<file path="src/rtl/mult_radix16_seq_pkg.sv">
// Shared definitions for the radix-16 sequential multiplier: FSM states and digit width.
package mult_radix16_seq_pkg;
  localparam int DIGIT_W = 4;

  typedef enum logic [1:0] {
    IDLE,
    RUN,
    FIN
  } state_t;
endpackage

</file>
<file path="src/rtl/mult_digit_sel.sv">
// Picks the 4-bit multiplier digit addressed by the digit counter.
module mult_digit_sel
  import mult_radix16_seq_pkg::*;
#(
  parameter int WIDTH = 32,
  parameter int CNT_W = 3
) (
  input  logic [WIDTH-1:0]   breg,
  input  logic [CNT_W-1:0]   cnt,
  output logic [DIGIT_W-1:0] d
);

  logic [WIDTH-1:0] shifted;

  always_comb begin
    shifted = breg >> (DIGIT_W * cnt);
    d       = shifted[DIGIT_W-1:0];
  end

endmodule

</file>
<file path="src/rtl/mult_radix16_seq.sv">
// Sequential multiplier consuming one radix-16 digit of B per cycle.
// Define MULT_SIGNED_EN to add the Signed port and two's-complement operand handling.
module mult_radix16_seq
  import mult_radix16_seq_pkg::*;
#(
  parameter int WIDTH = 32
) (
  input  logic               Clk,
  input  logic               Rst_n,
  input  logic               Start,
  input  logic [WIDTH-1:0]   A,
  input  logic [WIDTH-1:0]   B,
`ifdef MULT_SIGNED_EN
  input  logic               Signed,
`endif
  output logic               Busy,
  output logic               Done,
  output logic [2*WIDTH-1:0] Product
);

  localparam int NDIG  = WIDTH / DIGIT_W;
  localparam int CNT_W = (NDIG > 1) ? $clog2(NDIG) : 1;
  localparam logic [CNT_W-1:0] LAST = CNT_W'(NDIG - 1);

  state_t             state_q, state_d;
  logic [WIDTH-1:0]   areg_q, areg_d;
  logic [WIDTH-1:0]   breg_q, breg_d;
  logic [2*WIDTH-1:0] acc_q, acc_d;
  logic [CNT_W-1:0]   cnt_q, cnt_d;
  logic               busy_q, busy_d;
  logic               done_q, done_d;
  logic [2*WIDTH-1:0] product_q, product_d;
`ifdef MULT_SIGNED_EN
  logic               neg_q, neg_d;
`endif

  logic [DIGIT_W-1:0] digit;
  logic [2*WIDTH-1:0] pp;
  logic [2*WIDTH-1:0] acc_sum;
  logic [2*WIDTH-1:0] result;

  mult_digit_sel #(
    .WIDTH(WIDTH),
    .CNT_W(CNT_W)
  ) u_digit_sel (
    .breg(breg_q),
    .cnt (cnt_q),
    .d   (digit)
  );

  always_comb begin
    pp      = ({{WIDTH{1'b0}}, areg_q} * {{(2*WIDTH-DIGIT_W){1'b0}}, digit}) << (DIGIT_W * cnt_q);
    acc_sum = acc_q + pp;
    result  = acc_sum;
`ifdef MULT_SIGNED_EN
    if (neg_q) result = -acc_sum;
`endif
  end

  always_comb begin
    state_d   = state_q;
    areg_d    = areg_q;
    breg_d    = breg_q;
    acc_d     = acc_q;
    cnt_d     = cnt_q;
    busy_d    = busy_q;
    done_d    = 1'b0;
    product_d = product_q;
`ifdef MULT_SIGNED_EN
    neg_d     = neg_q;
`endif
    case (state_q)
      IDLE: begin
        if (Start) begin
          areg_d  = A;
          breg_d  = B;
`ifdef MULT_SIGNED_EN
          // Operands are stored as magnitudes; -2^(WIDTH-1) negates to itself, read unsigned.
          neg_d = 1'b0;
          if (Signed) begin
            if (A[WIDTH-1]) areg_d = -A;
            if (B[WIDTH-1]) breg_d = -B;
            neg_d = A[WIDTH-1] ^ B[WIDTH-1];
          end
`endif
          acc_d   = '0;
          cnt_d   = '0;
          busy_d  = 1'b1;
          state_d = RUN;
        end
      end
      RUN: begin
        acc_d = acc_sum;
        cnt_d = cnt_q + 1'b1;
        if (cnt_q == LAST) begin
          product_d = result;
          busy_d    = 1'b0;
          state_d   = FIN;
        end
      end
      FIN: begin
        done_d  = 1'b1;
        state_d = IDLE;
      end
      default: begin
        busy_d  = 1'b0;
        state_d = IDLE;
      end
    endcase
  end

  always_ff @(posedge Clk or negedge Rst_n) begin
    if (!Rst_n) begin
      state_q   <= IDLE;
      areg_q    <= '0;
      breg_q    <= '0;
      acc_q     <= '0;
      cnt_q     <= '0;
      busy_q    <= 1'b0;
      done_q    <= 1'b0;
      product_q <= '0;
`ifdef MULT_SIGNED_EN
      neg_q     <= 1'b0;
`endif
    end else begin
      state_q   <= state_d;
      areg_q    <= areg_d;
      breg_q    <= breg_d;
      acc_q     <= acc_d;
      cnt_q     <= cnt_d;
      busy_q    <= busy_d;
      done_q    <= done_d;
      product_q <= product_d;
`ifdef MULT_SIGNED_EN
      neg_q     <= neg_d;
`endif
    end
  end

  assign Busy    = busy_q;
  assign Done    = done_q;
  assign Product = product_q;

endmodule
</file>
<file path="config.mk">
export PLATFORM = sky130hd
export DESIGN_NAME = mult_radix16_seq
export DESIGN_NICKNAME = d
export VERILOG_FILES = /design/src/rtl/mult_radix16_seq_pkg.sv /design/src/rtl/mult_digit_sel.sv /design/src/rtl/mult_radix16_seq.sv
export SDC_FILE = /design/constraint.sdc
export NUM_CORES = 1
export LEC_CHECK = 0
export ABC_AREA = 1
export CAP_MARGIN = 10
export CORE_MARGIN = 8
export CORE_UTILIZATION = 40
export CTS_BUF_LIST = sky130_fd_sc_hd__clkbuf_4
export CTS_CLUSTER_DIAMETER = 40
export DETAILED_ROUTE_END_ITERATION = 12
export HOLD_SLACK_MARGIN = 0.05
export PLACE_DENSITY = 0.68
export SLEW_MARGIN = 0
export SYNTH_ARGS = -nofsm -noshare
export SYNTH_HDL_FRONTEND = slang
export SYNTH_SLANG_ARGS = --single-unit
</file>
<file path="constraint.sdc">
create_clock -name Clk -period 7.4 [get_ports Clk]
set_input_delay 1.11 -clock Clk [delete_from_list [all_inputs] [get_ports Clk]]
set_output_delay 1.11 -clock Clk [all_outputs]
set_load 0.005 [all_outputs]
</file>
# Yosys cells after proc, flatten, opt, wreduce, memory -nomap -nowiden
# Cells that the tools add are included.
[totals]
ramBits = 0
romBits = 0
inputBits = 67
latch_bits = 0
out_inout_bits = 66
wordCells = 37
ff_bits = 199
n_memories = 0
[classes]
n_mux = 11
bitwise = 1
n_eq_ne = 5
n_reduce_logical = 7
multipliers = 1
n_div = 0
shift = 2
n_lt_le_gt_ge = 0
add_sub_neg = 2
[op_table]
columns = ["operator", "count"]
rows = [
  ["case mux 64 bit (2 select lines)", 1],
  ["adder 64 bit", 1],
  ["2-to-1 mux 64 bit", 1],
  ["<< shifter 36 x 5 -> 64 bit", 1],
  ["multiplier 32 x 4 -> 36 bit", 1],
  ["right shift 32 x 5 -> 4 bit", 1],
  ["AND reduction 2 bit", 4],
  ["case mux 3 bit (2 select lines)", 1],
  ["2-to-1 mux 2 bit", 2],
  ["!= test 2 bit, second input constant", 2],
  ["case mux 2 bit (2 select lines)", 1],
  ["adder 3 x 1 -> 3 bit, second input constant", 1],
  ["== test 3 bit, second input constant", 1],
  ["2-to-1 mux 1 bit", 3],
  ["2-to-1 mux 3 bit", 1],
  ["case mux 1 bit (3 select lines)", 1],
  ["AND reduction 3 bit", 1],
  ["== test 2 x 1 -> 1 bit, second input constant", 1],
  ["== test 2 bit, second input constant", 1],
  ["logical NOT 2 bit", 1],
  ["nonzero test 2 bit", 1],
  ["inverter 1 bit", 1],
]

# Longest topological paths before layout
# Gate-level depths: netlist of the first run.
[depth]
word_depth = 5
mapped_depth = 45

# Modules after synthesis
# Synthesis of the first run repeated with hierarchy kept, for this count alone.
[hier_totals]
hier_cells = 2727
area_unflattened_um2 = 18343.8
[by_module_without_submodules]
columns = ["mod", "n_inst", "cells_per_inst", "area_per_inst_um2"]
rows = [
  ["mult_radix16_seq", 1, 2620, 17899.7],
  ["mult_digit_sel", 1, 107, 444.2],
]

# Worst setup path after synthesis of the first run
# OpenSTA, ideal clock, no wires.
[synth_timing]
kind = "register -> register"
startpoint = "register cnt_q[1]"
endpoint = "register product_q[51] (netlist: Product[51])"
path_buffers = 2
arrival_time_ns = 5.658
stages_incl_launch_ff = 35
synth_period_minus_slack_ns = 5.776
setup_ns = 0.118
slack_ns = 1.624
cell_sequence = "dfrtp_1 > inv_1 > clkbuf_1 > o21ai_0 > o221ai_1 > nand2_1 > buf_2 > inv_1 > nand2_1 > fa_1 > inv_1 > fa_1 > fa_1 > nand2_1 > nand2_1 > o21ai_2 > inv_1 > a21oi_2 > o21ai_2 > or2_1 > nand3_1 > nand3_1 > o21ai_1 > o21ai_1 > ha_1 > a21oi_1 > o21ai_0 > a21oi_1 > o21ai_1 > nand2_1 > nand3_1 > a21o_1 > or2_1 > nand3_1 > nand2_1"
[synth_between]
elab_chain_len = 4
word_cells_on_any_way = 6
classes_between = "1 x add/sub; 1 x mul; 1 x eq/ne; 2 x shift; 1 x reduce/logical"
[synth_rtl]
columns = ["item", "line_no", "source"]
rows = [
  ["start: declaration", "mult_radix16_seq.sv:29", "logic [CNT_W-1:0] cnt_q, cnt_d;"],
  ["start signal: assignment", "mult_radix16_seq.sv:130", "cnt_q <= cnt_d;"],
  ["right shift 32 x 5 -> 4 bit", "mult_digit_sel.sv:16", "shifted = breg >> (DIGIT_W * cnt);"],
  ["multiplier 32 x 4 -> 36 bit", "mult_radix16_seq.sv:52", "pp = ({{WIDTH{1'b0}}, areg_q} * {{(2*WIDTH-DIGIT_W){1'b0}}, digit}) << (DIGIT_W * cnt_q);"],
  ["<< shifter 36 x 5 -> 64 bit", "mult_radix16_seq.sv:52", ""],
  ["adder 64 bit", "mult_radix16_seq.sv:53", "acc_sum = acc_q + pp;"],
  ["end signal: assignment", "mult_radix16_seq.sv:133", "product_q <= product_d;"],
  ["end: declaration", "mult_radix16_seq.sv:32", "logic [2*WIDTH-1:0] product_q, product_d;"],
]
# Parallel ways exist; a longest one is shown, timed or not.
# A chain may end at the register's enable or synchronous reset.

# Worst setup path in the final report of the first run
[layout_timing]
startpoint = "register cnt_q[0]"
endpoint = "register product_q[53] (netlist: Product[53])"
# Same word-level chain as after synthesis.

==> results of run 1 <==
registers in the layout (all words and copies together) (netlist names):
| signal | flops |
|---|---|
| cnt_q | 3 |
| Done | 1 |
| Product | 64 |
| acc_q | 64 |
| state_q | 2 |
| Busy | 1 |
| areg_q | 32 |
| breg_q | 32 |
what timing repair did:
action	in CTS	in global routing
resized for setup	1	23
setup endpoints to repair	2	63
buffers inserted	0	3
pin swaps	0	1
cells by family after synthesis:
logic type / after synthesis / synth area share
multiplexers: 2 / 0.00113
buffers and inverters: 406 / 0.0883
AO/OA/AOI/OAI: 469 / 0.152
adder cells (fa/ha/maj): 166 / 0.143
XOR/XNOR: 49 / 0.0250
AND/OR/NAND/NOR: 1294 / 0.310
flip-flops: 199 / 0.281
per-stage QoR:
stage	instances	TNS [ns]	util
CTS	3282	0	0.455
floorplan	2585	0	-
global route	3290	0	0.458
detailed placement	3250	-0.0146	0.447
finish	3290	0	0.458
global placement	3250	-0.0703	0.447
layer usage:
| metal | routed length [um] | share of wire |
|---|---|---|
| met5 | 0 | 0 |
| met4 | 2180 | 0.036 |
| met1 | 27300 | 0.45 |
| met2 | 27300 | 0.45 |
| met3 | 3510 | 0.058 |
worst max-delay path, delay by kind of cell, from the launching register on:
kind,cells,cell delay [ns]
AO/OA/AOI/OAI,12,2.23
adder cells (fa/ha/maj),4,1.87
buffers and inverters,6,0.80
AND/OR/NAND/NOR,11,1.54
flip-flops,1,0.44
cell type report:
class | instances | area share
diodes | 4 | 0.000496
clock buffers | 17 | 0.00633
clock inverters | 15 | 0.00930
inverters | 322 | 0.0601
multi-input cells | 1980 | 0.560
flip-flops and latches | 199 | 0.247
well taps | 592 | 0.0367
repair buffers | 161 | 0.0799
Yosys cell counts, types with 4 or more instances:
master,n
a31oi_1,12
nand2_2,16
o21ai_1,29
nand2_1,684
ha_1,105
clkbuf_1,44
xor2_1,22
nor3_1,16
a21o_1,14
dfrtp_1,199
fa_1,61
nor3_2,4
a21oi_2,12
or2_1,8
a21oi_1,122
buf_2,25
o21a_1,7
o221ai_1,8
xnor2_1,25
o21ai_2,16
nor2_1,296
inv_2,5
nand4_1,11
o211ai_1,11
and3_1,5
nor4_1,5
nand2_4,4
or2_2,9
o21ai_0,207
o21bai_1,8
nand3_2,10
a32o_1,4
nand3b_1,13
nand3_1,200
nor2_2,4
buf_1,12
inv_1,315
how the worst max path moves through the flow:
stage | from | endpoint | cells after the start
global placement | cnt_q[1]$_DFFE_PN0P_ | Product[35]$_DFFE_PN0P_ | 33
finish | cnt_q[0]$_DFFE_PN0P_ | Product[53]$_DFFE_PN0P_ | 33
floorplan | cnt_q[1]$_DFFE_PN0P_ | Product[51]$_DFFE_PN0P_ | 34
CTS | cnt_q[1]$_DFFE_PN0P_ | Product[53]$_DFFE_PN0P_ | 33
global route | cnt_q[0]$_DFFE_PN0P_ | Product[53]$_DFFE_PN0P_ | 32
detailed placement | cnt_q[1]$_DFFE_PN0P_ | Product[35]$_DFFE_PN0P_ | 33
==> results.json, run 1 <==
{
  "grt_util_met2": 0.388,
  "track_usage": 0.241,
  "layout-drive-gt1-share": 0.0650,
  "mostFrequentLayoutCells": "682 x nand2_1, 313 x inv_1, 295 x nor2_1, 203 x o21ai_0, 198 x nand3_1",
  "final_common_cell": "nand2_1",
  "grt_pass1_vias": 17500,
  "avgSynthCellArea_sq_um": 6.86,
  "syn_area_sq_um": 17700,
  "die_area_sq_um": 51300,
  "skew_ns": 0.0615,
  "worstPathMaxFanout": 30,
  "crit_required_ns": 8.10,
  "setup_viol_count_final": 0,
  "gr-total-overflow": 0,
  "rrSetupSlack_ns": 0.39,
  "hold_viol": 0,
  "slew_violations": 0,
  "grt_max_degree": 116,
  "holdWs_ns": 0.314,
  "via_per_inst": 5.32,
  "hpwl_um": 48400,
  "start_util": 0.403,
  "status": "finished, final reports clean",
  "post-route-period-util": 0.947,
  "ctsHtreeMaxLevel": 4,
  "drc": 0,
  "clk_pin_slew_worst_paths_ns": 0.20,
  "fillers": 4640,
  "min_path_type": "in -> async",
  "clk_latency_ns": 0.80,
  "area_growth_pct": 13.7,
  "cts_made_buffers": 17,
  "clockBufferDepth": 2,
  "worst_slack_ns": 0.391,
  "antenna_found_initial": 3,
  "ff_latch_area_sq_um": 4980,
  "num_io_pins": 133,
  "rsz0062_at_grt": "no",
  "dieHeight_um": 227,
  "synth_edf_count": 0,
  "dpl_cell_area_sq_um": 19700,
  "r2r_end": "Product[53]$_DFFE_PN0P_",
  "cp.arrival_ns": 7.71,
  "ys_warn_count": 0,
  "synth_area_leaders": "dfrtp_1 28%, nand2_1 14%, ha_1 7.4%",
  "io_buffers": 132,
  "grt_pass1_wl_um": 96600,
  "cts_sinks": 199,
  "via_count": 17500,
  "gr-usage-met1": 0.318,
  "path_class": "reg -> reg",
  "max_slew_margin": 0.380,
  "drv_cap": 0,
  "cts_tree": "yes",
  "syn_inst": 2585,
  "yosysTopAreaCell": "dfrtp_1",
  "post-place-ws_ns": -0.00814,
  "critPathSlowestCell": "fa_1",
  "period_needed_ns": 7.01,
  "postSynth.asyncResetShare": 1.00,
  "ys.flop_type": "dfrtp_1",
  "rows": 77,
  "hold_buffers": 0,
  "ys_seq_area_frac": 0.281,
  "grtUsageMet3": 0.0455,
  "drt_iter0_markers": 1606,
  "wl_per_cell_um": 18.3,
  "core_sq_um": 44000,
  "reg2reg_depth": 33,
  "design_area_sq_um": 20200,
  "synthDistinctLibCells": 58,
  "totalWireLength_um": 60300,
  "cpPeakStageDelay_ns": 0.53,
  "multi_input_area_sq_um": 11300,
  "tightest_slew_ns": 0.931,
  "synth_seq_cells": 199,
  "gp_congestion": 0.981,
  "ant_nets": 0,
  "synth_top_area_share": 0.281,
  "root_buffer": "clkbuf_4",
  "r2r_start": "cnt_q[0]$_DFFE_PN0P_",
  "crit_top_cell": "nand2_1",
  "nets": 2914,
  "synth.net_count": 2818,
  "die_x_um": 227,
  "first_pass_iters": 7,
  "start_kind": "flop",
  "fmax_ghz": 0.143,
  "cp-end-kind": "flop",
  "busiest_layer": "met2"
}
Power of run 1 is not shown: default switching activity piles up to over one toggle a cycle in this logic, so the estimate is an artifact.
==> run 2: changes to the inputs <==
--- a/config.mk
+++ b/config.mk
@@ -14,7 +14,7 @@
 export DETAILED_ROUTE_END_ITERATION = 12
 export HOLD_SLACK_MARGIN = 0.05
 export PLACE_DENSITY = 0.68
-export SLEW_MARGIN = 0
+export SLEW_MARGIN = 20
 export SYNTH_ARGS = -nofsm -noshare
 export SYNTH_HDL_FRONTEND = slang
 export SYNTH_SLANG_ARGS = --single-unit
==> run 2 against run 1 <==
Clock-buffer cell count did not move. Critical path type unchanged. Die area did not move. Global-route usage fell by 0.16 points. Worst hold slack improved by 0.017 ns. Cell area fell by 0.44%. Critical endpoint is now Product[37]$_DFFE_PN0P_. Clock skew fell by 0.0044 ns.
==> results.json, run 2 (same netlist as run 1, synthesis figures left out) <==
{
  "start_kind": "flop",
  "skew_ns": 0.0571,
  "die_x_um": 227,
  "track_usage": 0.239,
  "cpPeakStageDelay_ns": 0.54,
  "hold_buffers": 0,
  "worstPathMaxFanout": 30,
  "first_pass_iters": 6,
  "dpl_cell_area_sq_um": 19700,
  "clk_latency_ns": 0.79,
  "crit_top_cell": "nand2_1",
  "final_common_cell": "nand2_1",
  "grt_max_degree": 116,
  "gp_congestion": 0.981,
  "core_sq_um": 44000,
  "setup_tns_ns": 0,
  "setup_viol_count_final": 0,
  "design_area_sq_um": 20100,
  "totalWireLength_um": 60100,
  "area_growth_pct": 13.2,
  "io_buffers": 132,
  "post-route-util": 0.456,
  "cts_tree": "yes",
  "period_needed_ns": 7.10,
  "grt_pass1_vias": 17400,
  "dieHeight_um": 227,
  "antenna_found_initial": 2,
  "multi_input_area_sq_um": 11300,
  "ant_nets": 0,
  "start_util": 0.403,
  "ff_latch_area_sq_um": 4980,
  "ctsHtreeMaxLevel": 4,
  "status": "finished, final reports clean",
  "via_count": 17400,
  "grt_pass1_wl_um": 95700,
  "die_area_sq_um": 51300,
  "tightest_slew_ns": 0.945,
  "rows": 77,
  "min_path_type": "in -> async",
  "fmax_ghz": 0.141,
  "hpwl_um": 48300,
  "max_slew_margin": 0.370,
  "hold_viol": 0,
  "wl_per_cell_um": 18.3,
  "slew_violations": 0,
  "layout-drive-gt1-share": 0.0631,
  "clk_pin_slew_worst_paths_ns": 0.18,
  "drv_cap": 0,
  "cp.arrival_ns": 7.77,
  "mostFrequentLayoutCells": "683 x nand2_1, 313 x inv_1, 295 x nor2_1, 204 x o21ai_0",
  "post-route-period-util": 0.960,
  "crit_required_ns": 8.06,
  "drc": 0,
  "fillers": 4660,
  "dp_cells": 3250,
  "via_per_inst": 5.30,
  "root_buffer": "clkbuf_4",
  "stdcell_count": 3286,
  "cp-end-kind": "flop",
  "path_class": "reg -> reg",
  "drt_iter0_markers": 1643,
  "clockBufferDepth": 2,
  "cts_made_buffers": 17,
  "num_io_pins": 133,
  "gr-total-overflow": 0,
  "cts_sinks": 199,
  "critPathSlowestCell": "fa_1",
  "nets": 2913
}
run 2: area by class of cell:
type                       count  share of cell area
antenna                        1            0.000125
clock buffer                  17             0.00635
clock inverter                15             0.00810
inverter                     322              0.0604
multi-input combinational   1980               0.561
sequential                   199               0.248
tap                          592              0.0369
timing repair buffer         160              0.0789
run 2: path summary, 6_finish.rpt:
check / cells past startpoint / from / to / slack (ns)
hold reg to reg: 2 / Product[40]$_DFFE_PN0P_ / Product[40]$_DFFE_PN0P_ / 0.50
setup / recovery: 33 / cnt_q[0]$_DFFE_PN0P_ / Product[37]$_DFFE_PN0P_ / 0.30
setup reg to reg: 33 / cnt_q[0]$_DFFE_PN0P_ / Product[37]$_DFFE_PN0P_ / 0.30
hold / removal: 1 / Rst_n / areg_q[19]$_DFFE_PN0P_ / 0.33
min in group Clk: 2 / Product[40]$_DFFE_PN0P_ / Product[40]$_DFFE_PN0P_ / 0.50
max in group asynchronous: 2 / Rst_n / Product[38]$_DFFE_PN0P_ / 5.96
run 2: what timing repair did:
action / CTS / global route
resized for setup: 1 / 16
pin swaps: 0 / 1
setup buffers: 0 / 3
endpoints found under the setup margin: 2 / 51
run 2: metal layers:
metal | routed length, um | part of all wire | GRT usage | up-vias
met5 | 0 | 0 | 0 | -
met4 | 1820 | 0.030 | 0.0879 | 0
met3 | 3120 | 0.052 | 0.0407 | 91
met2 | 27400 | 0.46 | 0.387 | 552
met1 | 27700 | 0.46 | 0.318 | 8229
li1 | - | - | - | 8549
run 2: worst max-delay path, delay by kind of cell (launching register included):
kind / cells / cell delay, ns
fa+ha+maj: 4 / 1.85
compound gates: 7 / 1.53
flops: 1 / 0.44
simple gates: 17 / 2.51
buf+inv: 5 / 0.63
run 2: per-stage QoR:
stage / setup WS (ns) / hold WS [ns]
after floorplan: 1.62 / 0.416
after global placement: -0.0387 / 0.460
after detailed placement: -0.0193 / 0.447
after CTS: 0.0935 / 0.235
after global routing: -0.0104 / 0.313
final: 0.297 / 0.331
Power of run 2 is left out for the same reason.
==> run 3: changes to the inputs <==
--- a/config.mk
+++ b/config.mk
@@ -17,4 +17,5 @@
 export SLEW_MARGIN = 20
 export SYNTH_ARGS = -nofsm -noshare
 export SYNTH_HDL_FRONTEND = slang
+export SYNTH_HIERARCHICAL = 1
 export SYNTH_SLANG_ARGS = --single-unit
==> constraint.sdc (replaced) <==
create_clock -name Clk -period 8.61 [get_ports Clk]
set_input_delay 1.2915 -clock Clk [delete_from_list [all_inputs] [get_ports Clk]]
set_output_delay 1.2915 -clock Clk [all_outputs]
set_load 0.005 [all_outputs]
==> run 3 against run 2 <==
Global-route usage fell by 0.26 points. Non-clock buffer count fell by 8. Wire length rose by 3.2%. Sequential share of layout area fell by 0.48 points. Flip-flop and latch count did not move. Synthesized cell count rose by 5.5%. Final cell count rose by 4.3%. Largest cell class unchanged.
==> results.json, run 3 <==
{
  "worstPathMaxFanout": 28,
  "first_pass_iters": 5,
  "clockBufferDepth": 2,
  "ant_nets": 0,
  "skew_ns": 0.0530,
  "ys_seq_area_frac": 0.271,
  "cp-end-kind": "flop",
  "worst_slack_ns": 0.610,
  "post-synth-top-count-cell": "nand2_1",
  "min_path_type": "reg -> reg",
  "synth_seq_cells": 199,
  "syn_inst": 2727,
  "slew_violations": 0,
  "area_growth_pct": 11.6,
  "core_sq_um": 45300,
  "io_buffers": 132,
  "antenna_found_initial": 1,
  "track_usage": 0.236,
  "ff_latch_area_sq_um": 4980,
  "rsz0062_at_grt": "no",
  "layout-drive-gt1-share": 0.0612,
  "postSynth.asyncResetShare": 1.00,
  "status": "finished, final reports clean",
  "crit_top_cell": "nand2_1",
  "cts_sinks": 199,
  "yosysTopAreaCell": "dfrtp_1",
  "cts_setup_buffers": 0,
  "mostFrequentLayoutCells": "873 x nand2_1, 394 x inv_1, 204 x nand3_1, 198 x dfrtp_1, 177 x nor2_1",
  "clk_pin_slew_worst_paths_ns": 0.20,
  "synth_area_leaders": "dfrtp_1 27%, nand2_1 18%, inv_1 8.1%",
  "fillers": 4787,
  "ys.flop_type": "dfrtp_1",
  "final_common_cell": "nand2_1",
  "crit_required_ns": 9.27,
  "synth.net_count": 2960,
  "die_x_um": 230,
  "grt_pass1_wl_um": 99000,
  "critPathSlowestCell": "nand2_1",
  "cp.arrival_ns": 8.66,
  "wl_per_cell_um": 18.1,
  "cts_tree": "yes",
  "cts_resized": 0,
  "start_kind": "flop",
  "grt_pass1_vias": 17400,
  "nets": 3046,
  "die_area_sq_um": 53000,
  "gr-total-overflow": 0,
  "drv_cap": 0,
  "dieHeight_um": 230,
  "period_needed_ns": 8.00,
  "cpPeakStageDelay_ns": 0.76,
  "path_class": "reg -> reg",
  "avgSynthCellArea_sq_um": 6.73,
  "via_per_inst": 5.18,
  "setup_tns_ns": 0,
  "synth_top_area_share": 0.271,
  "ys_warn_count": 6,
  "totalWireLength_um": 62000,
  "hpwl_um": 50600,
  "hold_viol": 0,
  "rows": 78,
  "clk_latency_ns": 0.81,
  "drc": 0,
  "drt_iter0_markers": 1371,
  "root_buffer": "clkbuf_4",
  "multi_input_area_sq_um": 11400,
  "syn_area_sq_um": 18300,
  "tightest_slew_ns": 1.05,
  "via_count": 17700,
  "max_slew_margin": 0.298,
  "synth_edf_count": 0,
  "synthDistinctLibCells": 60,
  "start_util": 0.405,
  "fmax_ghz": 0.125,
  "grt_max_degree": 78,
  "ctsHtreeMaxLevel": 4,
  "post-route-period-util": 0.929,
  "synth_common_cells": "875 x nand2_1, 395 x inv_1, 205 x nand3_1",
  "setup_viol_count_final": 0,
  "post-place-ws_ns": 0.684,
  "cts_made_buffers": 17,
  "hold_buffers": 0,
  "gp_congestion": 0.976,
  "num_io_pins": 133
}
[run 3: cell types whose count changed after synthesis, moves of 8 or more]
cell,delta
nor2_1,-117
o21ai_0,-45
nand2_1,+191
inv_1,+80
inv_2,+9
buf_2,-14
clkbuf_1,+15
buf_1,-8
o221ai_1,-8
[run 3: critical path: cells and delay by family, from the launching register on]
family | cells | cell delay, ns
DFF | 1 | 0.60
adders and majority gates | 4 | 1.92
xor gates and xnor gates | 1 | 0.33
buffers and inverters | 6 | 0.69
AOI/OAI and AO/OA | 10 | 2.15
and+or+nand+nor | 15 | 2.17
[run 3: kinds of logic after synthesis]
logic type / after synthesis / synth area share
XOR/XNOR: 51 / 0.0248
buffers and inverters: 497 / 0.108
multiplexers: 2 / 0.00109
adder cells (fa/ha/maj): 166 / 0.138
AND/OR/NAND/NOR: 1394 / 0.324
AO/OA/AOI/OAI: 418 / 0.132
flip-flops: 199 / 0.271
[run 3: worst paths after layout]
check	start	to	slack, ns	cells after the start
worst max-delay path	cnt_q[0]$_DFFE_PN0P_	Product[39]$_DFFE_PN0P_	0.61	36
worst min-delay path	state_q[0]$_DFFE_PN0P_	Done$_DFF_PN0_	0.49	1
worst max register to register	cnt_q[0]$_DFFE_PN0P_	Product[39]$_DFFE_PN0P_	0.61	36
worst min register to register	state_q[0]$_DFFE_PN0P_	Done$_DFF_PN0_	0.49	1
max in group asynchronous	Rst_n	cnt_q[0]$_DFFE_PN0P_	6.72	2
min in group asynchronous	Rst_n	areg_q[20]$_DFFE_PN0P_	0.50	1
[run 3: final cells by class]
cell class	instances	share of cell area
Antenna cell	1	0.000122
Clock buffer	17	0.00623
Clock inverter	15	0.00886
Multi-Input combinational cell	2031	0.557
Tap cell	600	0.0367
Sequential cell	199	0.243
Timing Repair Buffer	152	0.0720
Inverter	412	0.0757
[run 3: through the flow]
step | std cells | util | hold slack [ns] | cell area (sq um)
global route | 3427 | 0.452 | 0.479 | 20500
finish | 3427 | 0.452 | 0.494 | 20500
CTS | 3426 | 0.452 | 0.409 | 20500
global placement | 3394 | 0.445 | 0.463 | 20200
detailed placement | 3394 | 0.445 | 0.466 | 20200
floorplan | 2727 | - | 0.416 | 18300
[run 3: layer usage]
metal,vias up,global-route usage,share of wire
met1,8374,0.322,0.46
met3,58,0.0400,0.053
li1,8813,-,-
met4,0,0.0653,0.022
met2,490,0.383,0.46
met5,-,0,0
Power of run 3 is left out for the same reason.
